`src/rtl/alu_seq_pkg.sv`:
```
// alu_seq_pkg: shared types and constants for the ALU op sequencer.
// The optional sticky-flag feature is selected in the top with ALU_SEQ_STICKY_FLAGS_EN.
package alu_seq_pkg;

  localparam int OP_W   = 4;
  localparam int DATA_W = 4;

  // Bit positions inside the packed {Z,C,V,P} flag nibble
  localparam int FLAG_Z = 3;
  localparam int FLAG_C = 2;
  localparam int FLAG_V = 1;
  localparam int FLAG_P = 0;

  typedef enum logic [1:0] {
    ST_IDLE  = 2'd0,
    ST_ISSUE = 2'd1,
    ST_HOLD  = 2'd2
  } state_t;

  typedef struct packed {
    logic [DATA_W-1:0] a;
    logic [DATA_W-1:0] b;
    logic [OP_W-1:0]   op;
  } cmd_t;

endpackage

```
`src/rtl/alu_seq_fifo.sv`:
```
// alu_seq_fifo: power-of-two command FIFO with combinational head data.
// Pointers wrap naturally at DEPTH; the count spans 0..DEPTH.
module alu_seq_fifo #(
  parameter int DEPTH = 4,
  parameter int WIDTH = 12
) (
  input  logic             clk,
  input  logic             rst_n,
  input  logic             push,
  input  logic             pop,
  input  logic [WIDTH-1:0] wdata,
  output logic [WIDTH-1:0] rdata,
  output logic             full,
  output logic             empty
);

  localparam int AW    = $clog2(DEPTH);
  localparam int CNT_W = AW + 1;

  logic [WIDTH-1:0] mem_r [DEPTH];
  logic [AW-1:0]    wr_ptr_r;
  logic [AW-1:0]    rd_ptr_r;
  logic [CNT_W-1:0] count_r;
  logic             do_push_s;
  logic             do_pop_s;

  assign full      = (count_r == CNT_W'(DEPTH));
  assign empty     = (count_r == '0);
  assign do_push_s = push && !full;
  assign do_pop_s  = pop && !empty;
  assign rdata     = mem_r[rd_ptr_r];

  // Storage, pointers and occupancy; a same-edge push and pop leave the count unchanged
  always_ff @(posedge clk or negedge rst_n) begin
    if (!rst_n) begin
      wr_ptr_r <= '0;
      rd_ptr_r <= '0;
      count_r  <= '0;
      for (int i = 0; i < DEPTH; i++) begin
        mem_r[i] <= '0;
      end
    end else begin
      if (do_push_s) begin
        mem_r[wr_ptr_r] <= wdata;
        wr_ptr_r        <= wr_ptr_r + AW'(1);
      end
      if (do_pop_s) begin
        rd_ptr_r <= rd_ptr_r + AW'(1);
      end
      case ({do_push_s, do_pop_s})
        2'b10:   count_r <= count_r + CNT_W'(1);
        2'b01:   count_r <= count_r - CNT_W'(1);
        default: count_r <= count_r;
      endcase
    end
  end

endmodule

```
`src/rtl/alu_op_sequencer.sv`:
```
// alu_op_sequencer: queues commands, issues them one at a time to an external ALU, returns results.
// Define ALU_SEQ_STICKY_FLAGS_EN to add the sticky_clr / sticky_flags accumulator.
module alu_op_sequencer
  import alu_seq_pkg::*;
#(
  parameter int DEPTH = 4,
  parameter int W     = DATA_W
) (
  input  logic            clk,
  input  logic            rst_n,
  input  logic            cmd_valid,
  output logic            cmd_ready,
  input  logic [W-1:0]    cmd_a,
  input  logic [W-1:0]    cmd_b,
  input  logic [OP_W-1:0] cmd_op,
  output logic [W-1:0]    alu_a,
  output logic [W-1:0]    alu_b,
  output logic [OP_W-1:0] alu_op,
  input  logic [W-1:0]    alu_out,
  input  logic [3:0]      alu_flags,
  output logic            res_valid,
  input  logic            res_ready,
  output logic [W-1:0]    res_data,
  output logic [3:0]      res_flags,
`ifdef ALU_SEQ_STICKY_FLAGS_EN
  input  logic            sticky_clr,
  output logic [3:0]      sticky_flags,
`endif
  output logic            busy
);

  localparam int CMD_W = 2 * W + OP_W;

  state_t          state_r;
  state_t          next_s;
  logic            load_s;
  logic            capture_s;
  logic            busy_s;
  logic            push_s;
  logic            full_s;
  logic            empty_s;
  logic [CMD_W-1:0] head_s;
  logic [3:0]      flags_s;

  logic [W-1:0]    alu_a_r;
  logic [W-1:0]    alu_b_r;
  logic [OP_W-1:0] alu_op_r;
  logic            res_valid_r;
  logic [W-1:0]    res_data_r;
  logic [3:0]      res_flags_r;

  assign push_s    = cmd_valid && cmd_ready;
  assign cmd_ready = !full_s;
  assign flags_s   = {alu_flags[FLAG_Z], alu_flags[FLAG_C], alu_flags[FLAG_V], alu_flags[FLAG_P]};

  alu_seq_fifo #(
    .DEPTH (DEPTH),
    .WIDTH (CMD_W)
  ) u_fifo (
    .clk   (clk),
    .rst_n (rst_n),
    .push  (push_s),
    .pop   (load_s),
    .wdata ({cmd_a, cmd_b, cmd_op}),
    .rdata (head_s),
    .full  (full_s),
    .empty (empty_s)
  );

  // FSM state register
  always_ff @(posedge clk or negedge rst_n) begin
    if (!rst_n) begin
      state_r <= ST_IDLE;
    end else begin
      state_r <= next_s;
    end
  end

  // Next state; load pops the FIFO head into the ALU drive registers
  always_comb begin
    next_s    = state_r;
    load_s    = 1'b0;
    capture_s = 1'b0;
    case (state_r)
      ST_IDLE: begin
        if (!empty_s) begin
          next_s = ST_ISSUE;
          load_s = 1'b1;
        end else begin
          next_s = ST_IDLE;
        end
      end
      ST_ISSUE: begin
        next_s    = ST_HOLD;
        capture_s = 1'b1;
      end
      ST_HOLD: begin
        if (res_ready && !empty_s) begin
          next_s = ST_ISSUE;
          load_s = 1'b1;
        end else if (res_ready) begin
          next_s = ST_IDLE;
        end else begin
          next_s = ST_HOLD;
        end
      end
      default: begin
        next_s = ST_IDLE;
      end
    endcase
  end

  // FSM-derived status output
  always_comb begin
    busy_s = (state_r != ST_IDLE) || !empty_s;
  end

  // ALU drive and result capture registers
  always_ff @(posedge clk or negedge rst_n) begin
    if (!rst_n) begin
      alu_a_r     <= '0;
      alu_b_r     <= '0;
      alu_op_r    <= '0;
      res_valid_r <= 1'b0;
      res_data_r  <= '0;
      res_flags_r <= 4'b0000;
    end else begin
      if (load_s) begin
        alu_a_r  <= head_s[CMD_W-1 -: W];
        alu_b_r  <= head_s[OP_W +: W];
        alu_op_r <= head_s[OP_W-1:0];
      end
      if (capture_s) begin
        res_valid_r <= 1'b1;
        res_data_r  <= alu_out;
        res_flags_r <= flags_s;
      end else if (state_r == ST_HOLD && res_ready) begin
        res_valid_r <= 1'b0;
      end
    end
  end

`ifdef ALU_SEQ_STICKY_FLAGS_EN
  logic [3:0] sticky_r;

  // Sticky accumulator; a clear wins over a same-edge capture
  always_ff @(posedge clk or negedge rst_n) begin
    if (!rst_n) begin
      sticky_r <= 4'b0000;
    end else if (sticky_clr) begin
      sticky_r <= 4'b0000;
    end else if (capture_s) begin
      sticky_r <= sticky_r | flags_s;
    end
  end

  assign sticky_flags = sticky_r;
`endif

  assign alu_a     = alu_a_r;
  assign alu_b     = alu_b_r;
  assign alu_op    = alu_op_r;
  assign res_valid = res_valid_r;
  assign res_data  = res_data_r;
  assign res_flags = res_flags_r;
  assign busy      = busy_s;

endmodule

```
`config.mk`:
```
export PLATFORM = sky130hd
export DESIGN_NAME = alu_op_sequencer
export DESIGN_NICKNAME = d
export VERILOG_FILES = /design/src/rtl/alu_seq_pkg.sv /design/src/rtl/alu_seq_fifo.sv /design/src/rtl/alu_op_sequencer.sv
export SDC_FILE = /design/constraint.sdc
export NUM_CORES = 1
export LEC_CHECK = 0
export ABC_AREA = 1
export ABC_CLOCK_PERIOD_IN_PS = 3100
export CAP_MARGIN = 20
export CELL_PAD_IN_SITES_DETAIL_PLACEMENT = 1
export CELL_PAD_IN_SITES_GLOBAL_PLACEMENT = 1
export CORE_AREA = 5 5 99 119
export CTS_CLUSTER_DIAMETER = 120
export DETAILED_ROUTE_END_ITERATION = 10
export DIE_AREA = 0 0 104 124
export HOLD_SLACK_MARGIN = 0.02
export PLACE_DENSITY = 0.87
export SYNTH_ARGS = -nofsm -noshare
export SYNTH_HDL_FRONTEND = slang
export SYNTH_SLANG_ARGS = --single-unit
```
`constraint.sdc`:
```
create_clock -name clk -period 3.1 [get_ports clk]
set_input_delay 0.93 -clock clk [delete_from_list [all_inputs] [get_ports clk]]
set_output_delay 0.93 -clock clk [all_outputs]
set_load 0.02 [all_outputs]
```
==> flow_summary.ini, run 1 <==
[synth]
synth_area_sq_um = 4070
syn_area_per_cell_sq_um = 8.14
synth_top_cell_by_area = dfrtp_1
synth-adder-area-share_pct = 2.03
muxShareOfSynthArea_pct = 0
synth_top_area_share_pct = 47.9
netlist_instances = 500
netlist-cell-type-count = 23
async_flop_share_pct = 100
synth_commonest_cells = 201 x nand2_1, 78 x dfrtp_1, 56 x inv_1
synth.area.top_cells = dfrtp_1 48%, nand2_1 19%, nand4_1 7.4%, inv_1 5.2%, nand3_1 4.3%
synthFlopType = dfrtp_1
ys_seq_area_share_pct = 47.9
yosys_warnings = 0
synth-edff-count = 0
postSynthNetCount = 530
post_synth_xor_area_fraction_pct = 0.860
yosys_register_bits = 78
synthSimpleGateAreaFrac_pct = 36.7
synth_compound_area_share_pct = 0.983
synth_top_family_by_area = simple AND/OR/NAND/NOR gates
yosysMostFrequentCell = nand2_1

[hold_path]
worstHoldStart = u_fifo.mem_r[30]
min_path_type = reg -> reg
whs_path_depth = 2
min_to = u_fifo.mem_r[30]

[timing]
setup_viol = 0
finClkSkew_ns = 0.00752
finalCritPeriodShare_pct = 89.4
final_max_slew_viol_count = 0
fin_tns_setup_ns = 0
rsz0062_at_grt = false
holdWs_ns = 0.467
finalHoldViolations = 0
slew_headroom_pct = 52.2
finalCriticalPeriod_ns = 2.77
worst_pin_slew_ns = 0.717
clock.fmax_ghz = 0.361

[cts]
h-tree-depth = 3
clock-sinks = 78
cts_setup_buffers = 0
cts_root_buffer = clkbuf_16
clk_path_buf_depth = 2
cts_hold_buf = 0
cts_resized = 0
cts_made_buffers = 9
clk_latency_ns = 0.34
clk_pin_slew_worst_paths_ns = 0.05
cts_tree = done

[routing]
routedWlPerCell_um = 17.5
antenna_left = 0
dr_total_vias = 3528
dr.pass1.iters = 4
drt_iter0_drc = 254
routed_wl_um = 11600
drcViolationCount = 0
avgViaCountPerCell = 5.30

[pwr]
p_int_mw = 2.99
worst_ir_drop_vdd_mv = 0.384
p_sw_share_pct = 45.2
powerDensity_nw_per_um2 = 1140
combPwrFrac_pct = 49.6
p_sw_mw = 2.47
p_clk_share_pct = 17.3
power.leakage_nw = 2.50
seqPwrFrac_pct = 33.1

[outcome]
status = complete, no violations

[floorplan]
ios = 47
coreArea_sq_um = 10500
floorplan.die.height_um = 124
start_util_pct = 38.9
die_area_sq_um = 12900
num_rows = 41
die_w_um = 104

[setup_path]
worstPathRequired_ns = 2.17
slowest_stage = clkdlybuf4s50_1
critPathLaunchType = register
critPathMaxStageDelay_ns = 0.62
ff2ff_setup_slack_ns = 1.05
setup.worst_path.class = reg -> out
r2r_start = state_r[1]
end_kind = output pin
r2r_cells = 10
arrival_ns = 1.84
cp_top_family = buffers and inverters
path_buf_inv = 2
path_max_fanout = 11
reg2reg_to = u_fifo.count_r[2]
path_cells = inv_1 -> nand3_1 -> clkdlybuf4s50_1

[placed_design]
placed_area_sq_um = 4520
place.gp.congestion = 0.788
numPortBuffers = 46
place.detailed.hpwl_um = 7460

[finish]
diodes = 0
fin_area_sq_um = 4770
syn_to_final_growth_pct = 17.2
drive_above_1_share_pct = 11.0
nNetsFinal = 564

[global_route]
grt_pass1_wl_um = 19100
grt_max_degree = 54
grt_pass1_vias = 3804
overflow = 0
grt_antenna_before_repair = 0
track_usage_pct = 18.7

[job]
cap_violations = 0
-- cell type report --
type | count | area (sq um)
clock inverter | 2 | 10.0
multi-input combinational | 330 | 1650
tap | 129 | 161
sequential | 78 | 1950
fill | 1309 | 5690
inverter | 62 | 233
timing repair buffer | 53 | 518
clock buffer | 12 | 246
-- cell usage in the layout, fill, tap and decap left out, drive strengths merged --
| master | synthesis | final |
|---|---|---|
| a21oi | 1 | 1 |
| buf | 28 | 9 |
| clkbuf | 2 | 12 |
| clkdlybuf4s50 | 0 | 44 |
| clkinv | 0 | 2 |
| dfrtp | 78 | 78 |
| fa | 1 | 1 |
| ha | 5 | 5 |
| inv | 62 | 62 |
| nand2 | 224 | 224 |
| nand3 | 41 | 41 |
| nand4 | 48 | 48 |
| nor2 | 2 | 2 |
| o21ai | 4 | 4 |
| xnor2 | 1 | 1 |
| xor2 | 3 | 3 |
-- layer usage --
metal | vias up | routed length, um | GRT usage [%]
li1 | 1639 | - | -
met1 | 1792 | 4590 | 21.0
met2 | 80 | 6470 | 35.4
met3 | 17 | 366 | 3.11
met4 | 0 | 213 | 7.04
met5 | - | 0 | 0
-- state kept, by name, summed over array words and instances, names as in the netlist --
signal / cells
u_fifo.count_r: 3
alu_b: 4
res_flags: 4
alu_a: 4
res_data: 4
res_valid: 1
u_fifo.wr_ptr_r: 2
u_fifo.rd_ptr_r: 2
u_fifo.mem_r: 48
alu_op: 4
state_r: 2
-- power by group through the flow --
| stage | sequential [mW] | combinational (mW) | clock, mW |
|---|---|---|---|
| after floorplan | 1.88 | 1.85 | 0 |
| after global placement | 1.77 | 2.57 | 0 |
| after detailed placement | 1.81 | 2.72 | 0 |
| after CTS | 1.80 | 2.75 | 0.955 |
| after global routing | 1.86 | 3.03 | 1.01 |
| final | 1.81 | 2.71 | 0.944 |
-- how the worst max path moves through the flow --
| stage | startpoint | end | slack (ns) | cells past startpoint |
|---|---|---|---|---|
| floorplan | cmd_valid | u_fifo.count_r[2] | 0.74 | 9 |
| global placement | res_ready | u_fifo.count_r[2] | 0.37 | 9 |
| detailed placement | res_ready | u_fifo.count_r[2] | 0.26 | 9 |
| CTS | state_r[0] | busy | 0.32 | 3 |
| global route | state_r[0] | busy | 0.22 | 3 |
| finish | state_r[0] | busy | 0.33 | 3 |
-- logic make-up (layout without fill, tap and decap cells) --
logic type,count (synthesis),count (layout)
DFF,78,78
and+or+nand+nor,315,315
xor gates and xnor gates,4,4
AOI/OAI and AO/OA,5,5
buffers and inverters,92,129
adders and majority gates,6,6
-- worst reg2reg max path, delay by kind of cell, from the launching register on --
kind,cells,cell delay (ns)
adders and majority gates,2,0.56
buffers and inverters,3,0.46
DFF,1,0.42
and+or+nand+nor,3,0.26
xor gates and xnor gates,1,0.17
AOI/OAI and AO/OA,1,0.12
-- metrics by stage --
step	cells	setup WS [ns]	power (mW)	util, %
global route	666	0.220	5.90	45.6
finish	666	0.327	5.47	45.6
global placement	652	0.368	4.34	43.2
CTS	666	0.323	5.51	45.6
floorplan	500	0.737	3.73	-
detailed placement	652	0.263	4.52	43.2
No activity file was read; power rests on OpenSTA's default activity.
==> run 2, diff against run 1 <==
CORE_AREA = 3 3 97 117   (was 5 5 99 119)
DIE_AREA = 0 0 100 120   (was 0 0 104 124)
==> run 2 against run 1 <==
Against the previous run: final cell count rose by 0.15%; sequential power barely moved; clock power rose by 4.9%; sequential cell count did not move; global-route usage rose by 1.6 points; register-to-register slack got worse by 0.02 ns; via count barely moved; count of clock-buffer cells in the layout fell by 1; critical endpoint unchanged.
==> flow_summary.ini, run 2 (same netlist as run 1, synthesis figures left out) <==
[finish]
syn_to_final_growth_pct = 17.4
final_cells = 667
mostFrequentLayoutCell = nand2_1
largest_reg_flops = 48
final_cell_mix = 201 x nand2_1, 78 x dfrtp_1, 56 x inv_1, 48 x nand4_1, 44 x clkdlybuf4s50_1
diodes = 0
drive_above_1_share_pct = 11.5
nNetsFinal = 564
regMostFlops = u_fifo.mem_r

[pwr]
worst_ir_drop_vdd_mv = 0.322
seqPwrFrac_pct = 32.9
p_sw_share_pct = 45.2
p_clk_share_pct = 18.0
p_sw_mw = 2.49
p_int_mw = 3.01
power.leakage_nw = 2.51
powerDensity_nw_per_um2 = 1150
combPwrFrac_pct = 49.1

[setup_path]
end_kind = output pin
r2r_cells = 10
worstPathRequired_ns = 2.17
reg2reg_to = u_fifo.count_r[2]
setup.worst_path.class = reg -> out
r2r_start = state_r[1]
arrival_ns = 1.89
startpoint = state_r[0]
critPathLaunchType = register
ff2ff_setup_slack_ns = 1.03
cp-endpoint = busy
path_max_fanout = 11

[floorplan]
floorplan.die.height_um = 120
coreArea_sq_um = 10400
start_util_pct = 39.1
num_rows = 41
ios = 47
die_w_um = 100
die_area_sq_um = 12000

[global_route]
overflow = 0
grt_max_degree = 54
grt_antenna_before_repair = 0
grt_pass1_vias = 3842
grt_pass1_wl_um = 19300
track_usage_pct = 20.3

[routing]
avgViaCountPerCell = 5.29
antenna_left = 0
routedWlPerCell_um = 17.2
dr_total_vias = 3527
routed_wl_um = 11500
dr.pass1.iters = 4
drcViolationCount = 0
drt_iter0_drc = 249

[cts]
clk_path_buf_depth = 2
clk_latency_ns = 0.34
clock-sinks = 78
cts_setup_buffers = 0
h-tree-depth = 3
cts_hold_buf = 0
clk_pin_slew_worst_paths_ns = 0.06
cts_made_buffers = 9
cts_resized = 0
cts_tree = done
cts_root_buffer = clkbuf_16

[timing]
clock.fmax_ghz = 0.355
finalHoldViolations = 0
final_max_slew_viol_count = 0
slew_headroom_pct = 53.5
setup_viol = 0
finalCritPeriodShare_pct = 91.0
worst_pin_slew_ns = 0.698
finalCriticalPeriod_ns = 2.82
fin_tns_setup_ns = 0
finClkSkew_ns = 0.00872
rsz0062_at_grt = false

[hold_path]
min_path_type = reg -> reg
worstHoldStart = u_fifo.mem_r[23]

[outcome]
status = complete, no violations

[placed_design]
place.detailed.hpwl_um = 7330
placed_cells = 652
numPortBuffers = 46
place.gp.congestion = 0.806

[job]
cap_violations = 0
run 2: cell count changes in the layout (fill, tap and decap cells not counted), sizes merged:
cell | before | now
clkbuf | 12 | 11
clkinvlp | 0 | 1
clkinv | 2 | 3
run 2: routing by layer:
layer	track usage, %	vias up	routed length (um)
li1	-	1633	-
met1	24.6	1791	4680
met2	35.0	75	6020
met4	9.94	0	390
met5	0	-	0
met3	2.91	28	392
run 2: stage by stage:
stage	power (mW)	util (%)	cell area [sq um]	hold slack, ns	worst slack, ns
3_5_place_dp	4.49	43.3	4500	0.458	0.297
2_1_floorplan	3.73	-	4070	0.442	0.737
3_3_place_gp	4.31	43.3	4500	0.453	0.366
5_1_grt	5.93	45.9	4780	0.492	0.198
6_report	5.50	45.9	4780	0.469	0.280
4_1_cts	5.54	45.9	4780	0.472	0.276
run 2: worst max-delay path: stages, from the launching register on:
cell	delay, ns
dfrtp_1	0.59
inv_1	0.20
nand3_1	0.14
clkdlybuf4s50_1	0.61
run 2: cell type report:
class                      instances  area [sq um]
timing repair buffer              53           505
multi-input combinational        330          1650
clock buffer                      11           253
inverter                          62           233
fill                            1278          5630
tap                              129           161
clock inverter                     4          22.5
sequential                        78          1950
run 2: power by group through the flow:
stage	Clock (mW)	Sequential, mW	Combinational [mW]
after floorplan	0	1.88	1.85
after global placement	0	1.77	2.54
after detailed placement	0	1.81	2.68
after CTS	0.999	1.81	2.73
after global routing	1.04	1.87	3.02
final	0.990	1.81	2.70
run 2: how the worst min path moves through the flow:
stage                  endpoint  cells after the start
6_report       u_fifo.mem_r[23]                      2
5_1_grt         u_fifo.mem_r[8]                      2
4_1_cts        u_fifo.mem_r[23]                      2
3_5_place_dp    u_fifo.mem_r[8]                      2
3_3_place_gp   u_fifo.mem_r[47]                      2
2_1_floorplan   u_fifo.mem_r[0]                      2
